<file path="config.mk">
export PLATFORM = sky130hd
export DESIGN_NAME = mul_div_unit_flat
export DESIGN_NICKNAME = d
export VERILOG_FILES = /design/src/rtl/mul_div_if.sv /design/src/rtl/mul_div_unit.sv /design/src/flat_wrapper.sv
export SDC_FILE = /design/constraint.sdc
export NUM_CORES = 1
export LEC_CHECK = 0
export BUFFER_PORTS_ARGS = -buffer_cell sky130_fd_sc_hd__buf_2
export CELL_PAD_IN_SITES_DETAIL_PLACEMENT = 1
export CELL_PAD_IN_SITES_GLOBAL_PLACEMENT = 1
export CORE_MARGIN = 5
export CORE_UTILIZATION = 50
export DETAILED_ROUTE_END_ITERATION = 8
export GPL_TIMING_DRIVEN = 0
export PLACE_DENSITY = 0.91
export SETUP_SLACK_MARGIN = 0.4
export SLEW_MARGIN = 20
export SYNTH_ARGS = -nofsm -noshare
export SYNTH_HDL_FRONTEND = slang
export SYNTH_SLANG_ARGS = --single-unit
</file>
<file path="constraint.sdc">
create_clock -name clk -period 5.7 [get_ports clk]
set_clock_uncertainty 0.1 [all_clocks]
set_input_delay 0.285 -clock clk [delete_from_list [all_inputs] [get_ports clk]]
set_output_delay 0.285 -clock clk [all_outputs]
set_load 0.03 [all_outputs]
</file>
<file path="src/rtl/mul_div_if.sv">
// Handshake and result bundle between the control path and mul_div_unit.
// Ports (as seen by the unit):
//   start, op[1:0], opa, opb : request and operands from the control FSM and register file
//   busy, done, hi, lo, dz   : status and result back to the control path
interface mul_div_if #(
  parameter int WIDTH = 16
);
  logic             start;
  logic [1:0]       op;
  logic [WIDTH-1:0] opa;
  logic [WIDTH-1:0] opb;
  logic             busy;
  logic             done;
  logic [WIDTH-1:0] hi;
  logic [WIDTH-1:0] lo;
  logic             dz;

  modport master (
    output start, op, opa, opb,
    input  busy, done, hi, lo, dz
  );

  modport slave (
    input  start, op, opa, opb,
    output busy, done, hi, lo, dz
  );
endinterface

</file>
<file path="src/rtl/mul_div_unit.sv">
// Sequential multiply/divide unit, one operand bit per cycle.
// Ports:
//   clk, rst_n : clock, asynchronous active-low reset
//   bus        : mul_div_if slave (start/op/opa/opb in; busy/done/hi/lo/dz out)
// op: 00 MULU, 01 MUL, 10 DIVU, 11 DIV. MUL -> hi:lo = product;
// DIV -> lo = quotient, hi = remainder.
//
// state | meaning
// IDLE  | waiting for start
// CALC  | one shift-add / restoring-subtract step per cycle
// FIX   | sign correction, result write
// DONE  | result valid for one cycle, may accept next start
module mul_div_unit #(
  parameter int WIDTH = 16
) (
  input logic      clk,
  input logic      rst_n,
  mul_div_if.slave bus
);

  typedef enum logic [1:0] {IDLE, CALC, FIX, DONE} state_t;

  localparam int CW = $clog2(WIDTH);
  localparam logic [CW-1:0] LAST = CW'(WIDTH - 1);

  state_t             state;
  logic [CW-1:0]      cnt;
  logic [1:0]         op_q;
  logic               neg_a;
  logic               neg_b;
  // multiplicand for MUL, divisor for DIV
  logic [WIDTH-1:0]   mcand;
  // MUL: {partial product, remaining multiplier}; DIV: lower half holds dividend -> quotient
  logic [2*WIDTH-1:0] prod;
  logic [WIDTH-1:0]   rem;
  logic               busy_q;
  logic               done_q;
  logic [WIDTH-1:0]   hi_q;
  logic [WIDTH-1:0]   lo_q;
  logic               dz_q;

  logic [WIDTH-1:0]   abs_a;
  logic [WIDTH-1:0]   abs_b;
  logic [WIDTH:0]     mul_sum;
  logic [WIDTH:0]     div_shift;
  logic [WIDTH:0]     div_diff;
  logic               res_neg;
  logic [2*WIDTH-1:0] prod_fix;
  logic [WIDTH-1:0]   quo_fix;
  logic [WIDTH-1:0]   rem_fix;

  // 0x8000 maps to itself, which reads correctly as unsigned 32768
  assign abs_a = (bus.op[0] && bus.opa[WIDTH-1]) ? -bus.opa : bus.opa;
  assign abs_b = (bus.op[0] && bus.opb[WIDTH-1]) ? -bus.opb : bus.opb;

  assign mul_sum = {1'b0, prod[2*WIDTH-1:WIDTH]} + (prod[0] ? {1'b0, mcand} : '0);

  // div_shift <= 2*divisor-1, so the MSB of the difference is exactly the borrow
  assign div_shift = {rem, prod[WIDTH-1]};
  assign div_diff  = div_shift - {1'b0, mcand};

  assign res_neg  = neg_a ^ neg_b;
  assign prod_fix = res_neg ? -prod : prod;
  assign quo_fix  = res_neg ? -prod[WIDTH-1:0] : prod[WIDTH-1:0];
  assign rem_fix  = neg_a ? -rem : rem;

  always_ff @(posedge clk or negedge rst_n) begin
    if (!rst_n) begin
      state  <= IDLE;
      cnt    <= '0;
      op_q   <= '0;
      neg_a  <= 1'b0;
      neg_b  <= 1'b0;
      mcand  <= '0;
      prod   <= '0;
      rem    <= '0;
      busy_q <= 1'b0;
      done_q <= 1'b0;
      hi_q   <= '0;
      lo_q   <= '0;
      dz_q   <= 1'b0;
    end else begin
      case (state)
        IDLE, DONE: begin
          state  <= IDLE;
          done_q <= 1'b0;
          if (bus.start) begin
            op_q  <= bus.op;
            neg_a <= bus.op[0] & bus.opa[WIDTH-1];
            neg_b <= bus.op[0] & bus.opb[WIDTH-1];
            cnt   <= '0;
            if (bus.op[1] && bus.opb == '0) begin
              state  <= DONE;
              done_q <= 1'b1;
              hi_q   <= bus.opa;
              lo_q   <= '1;
              dz_q   <= 1'b1;
            end else begin
              state  <= CALC;
              busy_q <= 1'b1;
              mcand  <= bus.op[1] ? abs_b : abs_a;
              prod   <= {{WIDTH{1'b0}}, (bus.op[1] ? abs_a : abs_b)};
              rem    <= '0;
            end
          end
        end
        CALC: begin
          cnt <= cnt + 1'b1;
          if (op_q[1]) begin
            rem                <= div_diff[WIDTH] ? div_shift[WIDTH-1:0] : div_diff[WIDTH-1:0];
            prod[WIDTH-1:0]    <= {prod[WIDTH-2:0], ~div_diff[WIDTH]};
          end else begin
            prod <= {mul_sum, prod[WIDTH-1:1]};
          end
          if (cnt == LAST) state <= FIX;
        end
        FIX: begin
          state  <= DONE;
          busy_q <= 1'b0;
          done_q <= 1'b1;
          dz_q   <= 1'b0;
          if (op_q[1]) begin
            hi_q <= rem_fix;
            lo_q <= quo_fix;
          end else begin
            hi_q <= prod_fix[2*WIDTH-1:WIDTH];
            lo_q <= prod_fix[WIDTH-1:0];
          end
        end
        default: state <= IDLE;
      endcase
    end
  end

  assign bus.busy = busy_q;
  assign bus.done = done_q;
  assign bus.hi   = hi_q;
  assign bus.lo   = lo_q;
  assign bus.dz   = dz_q;

endmodule

</file>
<file path="src/flat_wrapper.sv">
// flat-port wrapper written by rule: the top's interface ports become plain ports
module mul_div_unit_flat 
#(
  parameter int WIDTH = 16
)
  (clk, rst_n, bus_start, bus_op, bus_opa, bus_opb, bus_busy, bus_done, bus_hi, bus_lo, bus_dz);
  mul_div_if #(.WIDTH(WIDTH)) bus_i ();
  input logic clk;
  input logic rst_n;
  input wire logic [$bits(bus_i.start)-1:0] bus_start;
  input wire logic [$bits(bus_i.op)-1:0] bus_op;
  input wire logic [$bits(bus_i.opa)-1:0] bus_opa;
  input wire logic [$bits(bus_i.opb)-1:0] bus_opb;
  output wire logic [$bits(bus_i.busy)-1:0] bus_busy;
  output wire logic [$bits(bus_i.done)-1:0] bus_done;
  output wire logic [$bits(bus_i.hi)-1:0] bus_hi;
  output wire logic [$bits(bus_i.lo)-1:0] bus_lo;
  output wire logic [$bits(bus_i.dz)-1:0] bus_dz;
  assign bus_i.start = bus_start;
  assign bus_i.op = bus_op;
  assign bus_i.opa = bus_opa;
  assign bus_i.opb = bus_opb;
  assign bus_busy = bus_i.busy;
  assign bus_done = bus_i.done;
  assign bus_hi = bus_i.hi;
  assign bus_lo = bus_i.lo;
  assign bus_dz = bus_i.dz;
  mul_div_unit #(.WIDTH(WIDTH)) u_core (.clk(clk), .rst_n(rst_n), .bus(bus_i));
endmodule
</file>
Word-level counts from Yosys, hierarchy flattened. Index checks and enable logic that the tools add are counted.

Register bits: 109. Input bits: 37. Output and inout port bits: 35. Logic and storage cells: 94.

$add $sub $neg: 8. Eq/ne operators: 10. Multiplexer cells: 41. Bitwise operators: 5. Reduce and logical (&&, ||, !) cells: 16.

Operators with widths (count): two-way mux 16 bit (19); two-way mux 32 bit (3); one-hot mux 16 bit (2 select lines) (3); negator 16 bit (4); one-hot mux 32 bit (2 select lines) (1); negator 32 bit (1); adder 16 x 17 -> 17 bit (1); subtractor 17 x 16 -> 17 bit (1); zero test 16 bit (1); AND reduction 3 bit (4); one-hot mux 4 bit (2 select lines) (1); AND reduction 4 bit (2); two-way mux 1 bit (6); two-way mux 2 bit (3); != test 2 x 1 -> 1 bit, second input constant (3); != test 2 bit, second input constant (3); one-hot mux 1 bit (2 select lines) (3); one-hot mux 2 bit (3 select lines) (1); adder 4 x 1 -> 4 bit, second input constant (1); equality test 2 bit, second input constant (2); equality test 4 bit, second input constant (1); two-way mux 4 bit (1); AND reduction 2 bit (2); nonzero test 2 bit (2); other kinds (7) (11).

Logic depth before layout (Yosys ltp). Gate-level depths: netlist of the first run.

Depth in word-level cells: 6. Gate-level depth with buffers: 12. Mapped depth without buffers: 11.

Worst setup path after synthesis of the first run. OpenSTA, ideal clock, no wires.

Path kind: register to register. Start: reg u_core.prod[15]. End: reg u_core.rem[14]. Library setup time: 0.133 ns. Arrival time: 2.782 ns. Required time: 5.467 ns. Setup slack: 2.685 ns. Cell stages (with the launch flop): 13. Buffers on the path: 2. Path through: dfrtp_1 -> inv_1 -> ha_1 -> fa_1 -> nand2b_1 -> a21o_1 -> a211o_1 -> a2111o_1 -> o311a_1 -> buf_2 -> clkbuf_1 -> a32oi_1 -> o31ai_1.

Cells in the longest elaborated chain, start to end: 4.

RTL lines: start, declared (line mul_div_unit.sv:34) `logic [2*WIDTH-1:0] prod;`; start signal, assigned (line mul_div_unit.sv:102) `prod <= {{WIDTH{1'b0}}, (bus.op[1] ? abs_a : abs_b)};`; start signal, assigned by index (line mul_div_unit.sv:111) `prod[WIDTH-1:0] <= {prod[WIDTH-2:0], ~div_diff[WIDTH]};`; start signal, assigned (line mul_div_unit.sv:113) `prod <= {mul_sum, prod[WIDTH-1:1]};`; subtractor 17 x 16 -> 17 bit (line mul_div_unit.sv:60) `assign div_diff = div_shift - {1'b0, mcand};`; two-way mux 16 bit (line mul_div_unit.sv:110) `rem <= div_diff[WIDTH] ? div_shift[WIDTH-1:0] : div_diff[WIDTH-1:0];`; two-way mux 16 bit (line mul_div_unit.sv:109) `if (op_q[1]) begin`; one-hot mux 16 bit (2 select lines) (line mul_div_unit.sv:83) `case (state)`; end signal, assigned (line mul_div_unit.sv:110); end, declared (line mul_div_unit.sv:35) `logic [WIDTH-1:0] rem;`.

Every way passes these cells. The select of a mux whose other input is x is not followed. A chain may end at the register's enable or synchronous reset.

Worst setup path in the final report of the first run.
Start: reg u_core.prod[0]. End: reg u_core.hi_q[12], in the netlist u_core.bus.hi[12].

Cells in the longest elaborated chain, start to end: 4.

RTL lines: negator 32 bit (line mul_div_unit.sv:63) `assign prod_fix = res_neg ? -prod : prod;`; two-way mux 32 bit (line mul_div_unit.sv:63); two-way mux 16 bit (line mul_div_unit.sv:122) `if (op_q[1]) begin`; one-hot mux 16 bit (2 select lines) (line mul_div_unit.sv:83); end signal, assigned (line mul_div_unit.sv:95) `hi_q <= bus.opa;`; end signal, assigned (line mul_div_unit.sv:123) `hi_q <= rem_fix;`; end signal, assigned (line mul_div_unit.sv:126) `hi_q <= prod_fix[2*WIDTH-1:WIDTH];`; end, declared (line mul_div_unit.sv:38) `logic [WIDTH-1:0] hi_q;`.

Every way passes these cells.

==> metrics.yaml, run 1 <==
outcome:
  status: "finished, final reports clean"
global_routing:
  grt_pass1_wl_um: 48900
  grt_max_degree: 66
  track_usage_pct: 31.3
  antenna_found_initial: 0
  overflow: 0
  grt_pass1_vias: 8615
die:
  io_pins: 72
  die_area_um2: 19800
  num_rows: 47
  initial_core_util_pct: 51.2
  die_h_um: 141
  core_area_um2: 16700
  die_w_um: 141
worst_setup_path:
  crit_cells: 10
  critPathKind: "reg -> reg"
  path_delay_family: "simple AND/OR/NAND/NOR gates"
  r2r-end: "u_core.bus.hi[12]"
  worstPathRequired_ns: 5.84
  arrival_ns: 4.02
  critPathMaxStageDelay_ns: 0.62
  crit_start: "u_core.prod[0]"
  r2r_cells: 10
  reg2reg_from: "u_core.prod[0]"
  start_kind: "flop"
  worstSetupEndpointType: "flop"
  r2r_setup_slack_ns: 1.82
  path_max_fanout: 10
  cp_num_buf_inv: 2
  path_cells: "inv_1, clkbuf_1, ha_1, nor4b_1, nand3_1, nor4_4, a21oi_1, xor2_1, o211ai_1, a31oi_1"
  critPathCapture: "u_core.bus.hi[12]"
  cp_slowest_cell: "nor4b_1"
cells_and_area:
  area_growth_pct: 11.2
  layout.nets: 1201
  drive_gt1_share_pct: 12.6
  n_antenna_cell: 0
  fillers: 2064
  layout.cells.non_filler: 1348
logic_synthesis:
  synth_area_leaders: "dfrtp_1 32%, xnor2_1 5.7%, ha_1 5.7%"
  yosys-top-cells-count: "108 x dfrtp_1, 107 x nor2_1, 103 x nand2_1, 95 x o21ai_0, 78 x a21oi_1"
  syn_inst: 1040
  async_reset_ff_share_pct: 100
  synth_ff_type: "dfrtp_1"
  syn_area_um2: 8550
  synth-seq-area-share_pct: 31.6
  synth-warning-count: 0
  syn_area_per_cell_um2: 8.22
  synth.most_common_cell: "dfrtp_1"
  synth_top_area_share_pct: 31.6
  ys_types: 72
  ys_ff_latch: 108
  syn_nets: 1118
  synth_top_area_cell: "dfrtp_1"
  synth_edf_count: 0
placed_design:
  place_ws_ns: 1.88
  port_buffers: 70
  dp.cells: 1331
  hpwl_um: 24500
  gp_congestion: 0.970
drt:
  ant_nets: 0
  routed_via_density: 6.44
  vias: 8680
  drc: 0
  drt-pass1-iter-count: 5
  route.detailed.wl_per_inst_um: 23.2
  wirelength_um: 31200
  first_iter_violations: 869
sta:
  setup_ws_ns: 1.82
  fin_crit_ns: 3.88
  finalSetupTns_ns: 0
  rsz0062_at_grt: "no"
  finalCritPeriodShare_pct: 68.1
  slew_violations: 0
  setup_violations: 0
  slew-limit-headroom_pct: 34.7
  tightest_slew_ns: 0.967
  finalHoldViolCount: 0
  max_freq_mhz: 258
power_and_ir_drop:
  leakagePower_nw: 4.06
  vdd_ir_drop_max_mv: 0.256
  pwr_density_cell_nw_per_um2: 592
worst_hold_path:
  min_from: "bus_opa[12]"
  hold_path.class: "in -> reg"
cts:
  cts_root_buf: "clkbuf_16"
  clkSlewWorstSetupHoldPaths_ns: 0.08
  clock_sinks: 108
  cts-resized-gates: 0
  ctsHtreeMaxLevel: 3
  cts_buffer_depth: 2
  cts_made_buffers: 9
  clock_latency_ns: 0.37
  cts_tree: "done"
  cts_setup_buffers: 0
run:
  maxCapViolCount: 0
-- worst register-to-register path: stages (launching register included) --
cell	delay, ns
dfrtp_1	0.50
inv_1	0.32
clkbuf_1	0.45
ha_1	0.31
nor4b_1	0.62
nand3_1	0.41
nor4_4	0.32
a21oi_1	0.12
xor2_1	0.18
o211ai_1	0.28
a31oi_1	0.13
-- what timing repair did --
action / CTS / global route
hold buffers: 1 / 0
endpoints found under the hold margin: 43 / 0
setup endpoints to repair: 0 / 0
-- how the worst min path moves through the flow --
stage / endpoint / slack, ns / depth (start not counted)
floorplan: u_core.bus.busy / -0.11 / 0
global placement: u_core.bus.dz / 0.37 / 1
detailed placement: u_core.rem[13] / 0.16 / 1
CTS: u_core.bus.hi[12] / 0.18 / 3
global route: u_core.bus.hi[12] / 0.20 / 3
finish: u_core.bus.hi[12] / 0.18 / 3
-- flip-flops by register name, summed over array words and instances, names as in the netlist --
signal	count
u_core.prod	32
u_core.bus.hi	16
u_core.bus.lo	16
u_core.mcand	16
u_core.rem	16
u_core.cnt	4
u_core.state	2
u_core.bus.busy	1
u_core.bus.done	1
u_core.bus.dz	1
u_core.neg_a	1
u_core.neg_b	1
u_core.op_q	1
-- through the flow --
stage | util (%) | total power [W] | hold slack, ns | instance area, µm²
2_1_floorplan | - | 0.00380 | -0.111 | 8550
3_3_place_gp | 54.9 | 0.00471 | 0.369 | 9170
3_5_place_dp | 55.2 | 0.00490 | 0.164 | 9210
4_1_cts | 56.9 | 0.00557 | 0.176 | 9510
5_1_grt | 56.9 | 0.00597 | 0.200 | 9510
6_report | 56.9 | 0.00563 | 0.180 | 9510
-- logic make-up after synthesis --
| kind of cell | Yosys count | synth area share [%] |
|---|---|---|
| adders and majority gates | 41 | 6.18 |
| AOI/OAI and AO/OA | 333 | 25.0 |
| xor gates and xnor gates | 93 | 9.53 |
| muxes | 38 | 4.66 |
| and+or+nand+nor | 314 | 17.3 |
| DFF | 108 | 31.6 |
| buffers and inverters | 113 | 5.70 |
-- layout by cell type, fill, tap and decap left out, types with 13 or more instances in the layout --
master / synthesis / routed
o31ai_1: 17 / 17
xor2_1: 37 / 37
xnor2_1: 56 / 56
a211oi_1: 13 / 13
a21oi_1: 78 / 78
nand2_1: 103 / 103
buf_2: 11 / 80
mux2i_1: 24 / 24
mux2_2: 14 / 14
nor2_1: 107 / 107
ha_1: 39 / 39
a31oi_1: 34 / 34
nand3_1: 21 / 21
o21ai_0: 95 / 95
clkbuf_1: 34 / 34
dfrtp_1: 108 / 108
inv_1: 55 / 55
-- final cells by class --
type	instances	area [µm²]	area share (%)
Timing Repair Buffer	72	394	4.15
Sequential cell	108	2700	28.4
Clock inverter	6	46.3	0.487
Multi-Input combinational cell	819	5360	56.4
Inverter	56	210	2.21
Tap cell	220	275	2.90
Clock buffer	10	239	2.51
Buffer	57	277	2.91
-- routing by layer --
layer	global-route usage (%)	wire [µm]	vias up
met5	0	0	-
met4	12.4	1340	0
met1	42.9	13400	4278
met3	4.67	2370	94
li1	-	-	3902
met2	50.1	14200	406
-- power breakdown --
group / switching (W) / internal [W] / leakage, nW
Clock: 0.000334 / 0.000313 / 0.135
Sequential: 0.000307 / 0.00107 / 1.30
Combinational: 0.00235 / 0.00127 / 2.63
Total: 0.00299 / 0.00264 / 4.06
Note: power is estimated with default switching activity, not from simulation.
==> run 2, diff against run 1 <==
CORE_UTILIZATION = 42   (was 50)
PLACE_DENSITY = 0.82   (was 0.91)
clock period = 3.1 ns   (was 5.7 ns; I/O delays follow)
==> metrics.yaml, run 2 (same netlist as run 1, synthesis figures left out) <==
sta:
  finalCritPeriodShare_pct: 97.1
  fin_crit_ns: 3.01
  rsz0062_at_grt: "yes"
  finalSetupTns_ns: 0
  slew_violations: 0
  max_freq_mhz: 332
  slew-limit-headroom_pct: 42.1
  finalHoldViolCount: 0
  setup_violations: 0
  tightest_slew_ns: 0.861
global_routing:
  track_usage_pct: 27.6
  grt_pass1_vias: 8792
  overflow: 0
  grt_max_degree: 69
  grt_pass1_wl_um: 51300
  antenna_found_initial: 0
drt:
  vias: 8784
  drc: 0
  ant_nets: 0
  first_iter_violations: 762
  drt-pass1-iter-count: 5
  routed_via_density: 6.13
  wirelength_um: 33700
  route.detailed.wl_per_inst_um: 23.5
cts:
  clock_sinks: 108
  ctsHtreeMaxLevel: 3
  cts_root_buf: "clkbuf_16"
  clkSlewWorstSetupHoldPaths_ns: 0.09
  cts_buffer_depth: 2
  cts_made_buffers: 9
  cts_tree: "done"
  clock_latency_ns: 0.38
worst_setup_path:
  critPathKind: "reg -> reg"
  worstPathRequired_ns: 3.24
  start_kind: "flop"
  worstSetupEndpointType: "flop"
  arrival_ns: 3.15
  path_max_fanout: 6
  r2r_setup_slack_ns: 0.09
placed_design:
  dp.cells: 1381
  gp_congestion: 0.957
  dpl_cell_area_um2: 9320
  port_buffers: 70
  hpwl_um: 24000
outcome:
  status: "finished, final reports clean"
cells_and_area:
  layout.nets: 1236
  max_flop_register: "u_core.prod"
  area_growth_pct: 21.8
  layout.cells.non_filler: 1433
  design_area_um2: 10400
  largest_reg_flops: 32
  final_cell_mix: "105 x nor2_1, 102 x dfrtp_1, 101 x nand2_1"
  n_antenna_cell: 0
  final_common_cell: "nor2_1"
  drive_gt1_share_pct: 22.1
die:
  num_rows: 52
  die_h_um: 153
  die_w_um: 153
  initial_core_util_pct: 42.5
  die_area_um2: 23300
  core_area_um2: 20100
  io_pins: 72
power_and_ir_drop:
  p_total_w: 0.0113
  vdd_ir_drop_max_mv: 0.395
  leakagePower_nw: 4.40
  pwr_density_cell_nw_per_um2: 1080
worst_hold_path:
  hold_path.class: "in -> reg"
run:
  maxCapViolCount: 0
-- run 2: changes by cell type in the layout (fill, tap and decap cells not counted), sizes merged --
cell / change
buf: +33
clkinvlp: -2
dlygate4sd3: +1
inv: +2
clkinv: +1
-- run 2: worst paths after layout --
path / start / to / cells past startpoint
max: u_core.rem[9] / u_core.rem[9] / 10
min: bus_opa[12] / u_core.bus.hi[12] / 3
max reg2reg: u_core.rem[9] / u_core.rem[9] / 10
min reg2reg: u_core.bus.dz / u_core.bus.dz / 1
max in group asynchronous: rst_n / u_core.rem[0] / 3
min in group asynchronous: rst_n / u_core.bus.lo[2] / 2
-- run 2: critical path, stage by stage (launching register included) --
cell       delay (ns)
dfrtp_2          0.47
ha_1             0.38
a21oi_1          0.23
o21ai_2          0.15
a2111oi_4        0.44
a211oi_1         0.13
o311a_1          0.35
buf_6            0.15
clkbuf_16        0.16
a32oi_2          0.20
o21ai_1          0.11
-- run 2: per-stage QoR --
step | hold slack (ns) | utilization, % | worst slack (ns)
4_1_cts | 0.0143 | 50.3 | 0.126
2_1_floorplan | -0.241 | - | 0.246
5_1_grt | 0.0325 | 51.8 | 0.0115
3_5_place_dp | -0.0112 | 46.3 | -0.642
3_3_place_gp | 0.372 | 46.1 | -0.565
6_report | 0.00979 | 51.8 | 0.0899
-- run 2: power by group --
group / switching (W) / total (W) / internal [W]
logic: 0.00472 / 0.00749 / 0.00277
clock network: 0.000665 / 0.00125 / 0.000583
registers: 0.000550 / 0.00251 / 0.00196
total: 0.00593 / 0.0113 / 0.00532
-- run 2: area by class of cell --
type	instances	area, µm²
well taps	270	338
flip-flops and latches	108	2710
repair buffers	107	666
clock buffers	9	225
clock inverters	7	86.3
inverters	56	218
multi-input cells	819	5840
plain buffers	57	327
fillers	2407	9690
-- run 2: repair_timing --
| action | in CTS | in global routing |
|---|---|---|
| pin swaps | 18 | 23 |
| gates cloned | 1 | 0 |
| hold endpoints to repair | 51 | 0 |
| resized for setup | 58 | 60 |
| buffers inserted | 27 | 6 |
| hold buffers | 2 | 0 |
| endpoints found under the setup margin | 61 | 60 |
-- run 2: routing by layer --
metal,share of wire [%],GRT usage [%],up-vias,wire length [µm]
li1,-,-,3972,-
met1,42,37.2,4344,14100
met2,47,43.8,377,15800
met3,7.0,4.66,91,2370
met4,4.4,11.8,0,1480
met5,0,0,-,0
==> run 3, diff against run 2 <==
CORE_MARGIN = 4   (was 5)
CORE_UTILIZATION = 40   (was 42)
PLACE_DENSITY = default   (was 0.82)
PLACE_DENSITY_LB_ADDON = 0.3   (was default)
==> metrics.yaml, run 3 (same netlist as run 1, synthesis figures left out) <==
cts:
  clock_sinks: 108
  clkSlewWorstSetupHoldPaths_ns: 0.09
  cts_buffer_depth: 2
  clock_latency_ns: 0.38
  ctsHtreeMaxLevel: 3
  cts_root_buf: "clkbuf_16"
  cts_tree: "done"
  cts_made_buffers: 9
sta:
  slew-limit-headroom_pct: 42.8
  rsz0062_at_grt: "yes"
  tightest_slew_ns: 0.850
  slew_violations: 0
  finalHoldViolCount: 0
  max_freq_mhz: 325
  finalSetupTns_ns: 0
  fin_crit_ns: 3.07
  finalCritPeriodShare_pct: 99.1
  setup_violations: 0
worst_setup_path:
  start_kind: "flop"
  worstPathRequired_ns: 3.25
  critPathCapture: "u_core.rem[9]"
  arrival_ns: 3.22
  cp_slowest_cell: "dfrtp_1"
  path_max_fanout: 5
  crit_start: "u_core.mcand[0]"
  r2r_setup_slack_ns: 0.03
  reg2reg_from: "u_core.mcand[0]"
  r2r-end: "u_core.rem[9]"
  worstSetupEndpointType: "flop"
  critPathKind: "reg -> reg"
  r2r_cells: 11
  path_cells: "ha_4, fa_2, nand2b_4, a21o_1, a211o_1, a2111o_1, o311a_4, buf_6, buf_8, a32oi_2, o21ai_1"
  critPathMaxStageDelay_ns: 0.46
power_and_ir_drop:
  leakagePower_nw: 4.47
  p_int_w: 0.00552
  pwr_density_cell_nw_per_um2: 1080
  p_sw_w: 0.00594
  swShare_pct: 51.8
  comb_power_share_pct: 67.1
  vdd_ir_drop_max_mv: 0.392
  power_frac_seq_pct: 22.4
  clkPwrFrac_pct: 10.5
  p_total_w: 0.0115
worst_hold_path:
  hold_path.class: "in -> reg"
  holdPathStages: 3
drt:
  vias: 8689
  ant_nets: 0
  wirelength_um: 32700
  first_iter_violations: 712
  drt-pass1-iter-count: 6
  routed_via_density: 6.01
  route.detailed.wl_per_inst_um: 22.6
  drc: 0
die:
  die_area_um2: 23800
  die_w_um: 154
  die_h_um: 154
  io_pins: 72
  num_rows: 53
  core_area_um2: 21000
  initial_core_util_pct: 40.7
cells_and_area:
  layout.nets: 1244
  area_growth_pct: 23.8
  final_common_cell: "nor2_1"
  max_flop_register: "u_core.prod"
  largest_reg_flops: 32
  final_cell_mix: "105 x nor2_1, 104 x dfrtp_1, 102 x nand2_1"
  multiInputGateArea_um2: 5870
  drive_gt1_share_pct: 22.8
  fillers: 2506
  n_antenna_cell: 0
  register_area_um2: 2710
  design_area_um2: 10600
global_routing:
  grt_pass1_vias: 8339
  grt_max_degree: 75
  antenna_found_initial: 0
  overflow: 0
  track_usage_pct: 25.6
  grt_pass1_wl_um: 47800
placed_design:
  gp_congestion: 0.953
  dpl_cell_area_um2: 9320
  hpwl_um: 24000
  port_buffers: 70
outcome:
  status: "finished, final reports clean"
run:
  maxCapViolCount: 0
## run 3: cell types whose count changed in the layout (fill, tap and decap cells not counted), moves of 3 or more
cell,before,now
buf_6,9,15
ha_1,34,29
ha_2,2,6
buf_2,79,76
clkbuf_4,0,3
## run 3: area by class of cell
type                       count  area share (%)
multi-input combinational    819            55.5
buffer                        57            3.25
inverter                      56            2.15
clock buffer                  10            2.26
clock inverter                 6           0.520
timing repair buffer         115            7.48
sequential                   108            25.6
tap                          275            3.25
## run 3: worst min-delay path by stage
stage	start	endpoint	slack, ns
2_1_floorplan	rst_n	u_core.bus.busy	-0.24
3_3_place_gp	u_core.bus.dz	u_core.bus.dz	0.37
3_5_place_dp	rst_n	u_core.bus.lo[5]	-0.02
4_1_cts	bus_opa[9]	u_core.bus.hi[9]	0.009
5_1_grt	bus_opa[9]	u_core.bus.hi[9]	0.04
6_report	bus_opa[9]	u_core.bus.hi[9]	0.01
## run 3: stage by stage
stage | util (%) | std cells | setup WS [ns] | hold WS, ns
final | 50.3 | 1446 | 0.0278 | 0.00982
after global routing | 50.3 | 1446 | -0.0590 | 0.0441
after CTS | 47.7 | 1424 | 0.0811 | 0.00892
after detailed placement | 44.3 | 1386 | -0.686 | -0.0192
after global placement | 44.2 | 1385 | -0.551 | 0.371
after floorplan | - | 1040 | 0.246 | -0.241
## run 3: repair_timing
item,in CTS,in global routing
hold buffers,2,0
pin swaps,21,35
buffers inserted,19,19
resized for setup,55,88
setup endpoints to repair,61,67
hold endpoints to repair,49,0
cloned,1,3
## run 3: worst max-delay path, delay by kind of cell (launching register included)
family                   cells  cell delay [ns]
buffers and inverters        2             0.28
adder cells (fa/ha/maj)      2             0.58
AO/OA/AOI/OAI                6             1.38
flip-flops                   1             0.46
AND/OR/NAND/NOR              1             0.15
## run 3: layer usage
layer	up-vias	track usage (%)	part of all wire, %
met2	279	40.8	46
li1	3996	-	-
met3	66	4.17	6.3
met5	-	0	0
met4	0	6.48	2.8
met1	4348	36.2	45
## run 3: power groups by stage
stage	Clock (W)	Combinational (W)	Sequential, W
2_1_floorplan	0	0.00427	0.00275
3_3_place_gp	0	0.00635	0.00249
3_5_place_dp	0	0.00649	0.00253
4_1_cts	0.00121	0.00694	0.00250
5_1_grt	0.00125	0.00829	0.00264
6_report	0.00120	0.00769	0.00257
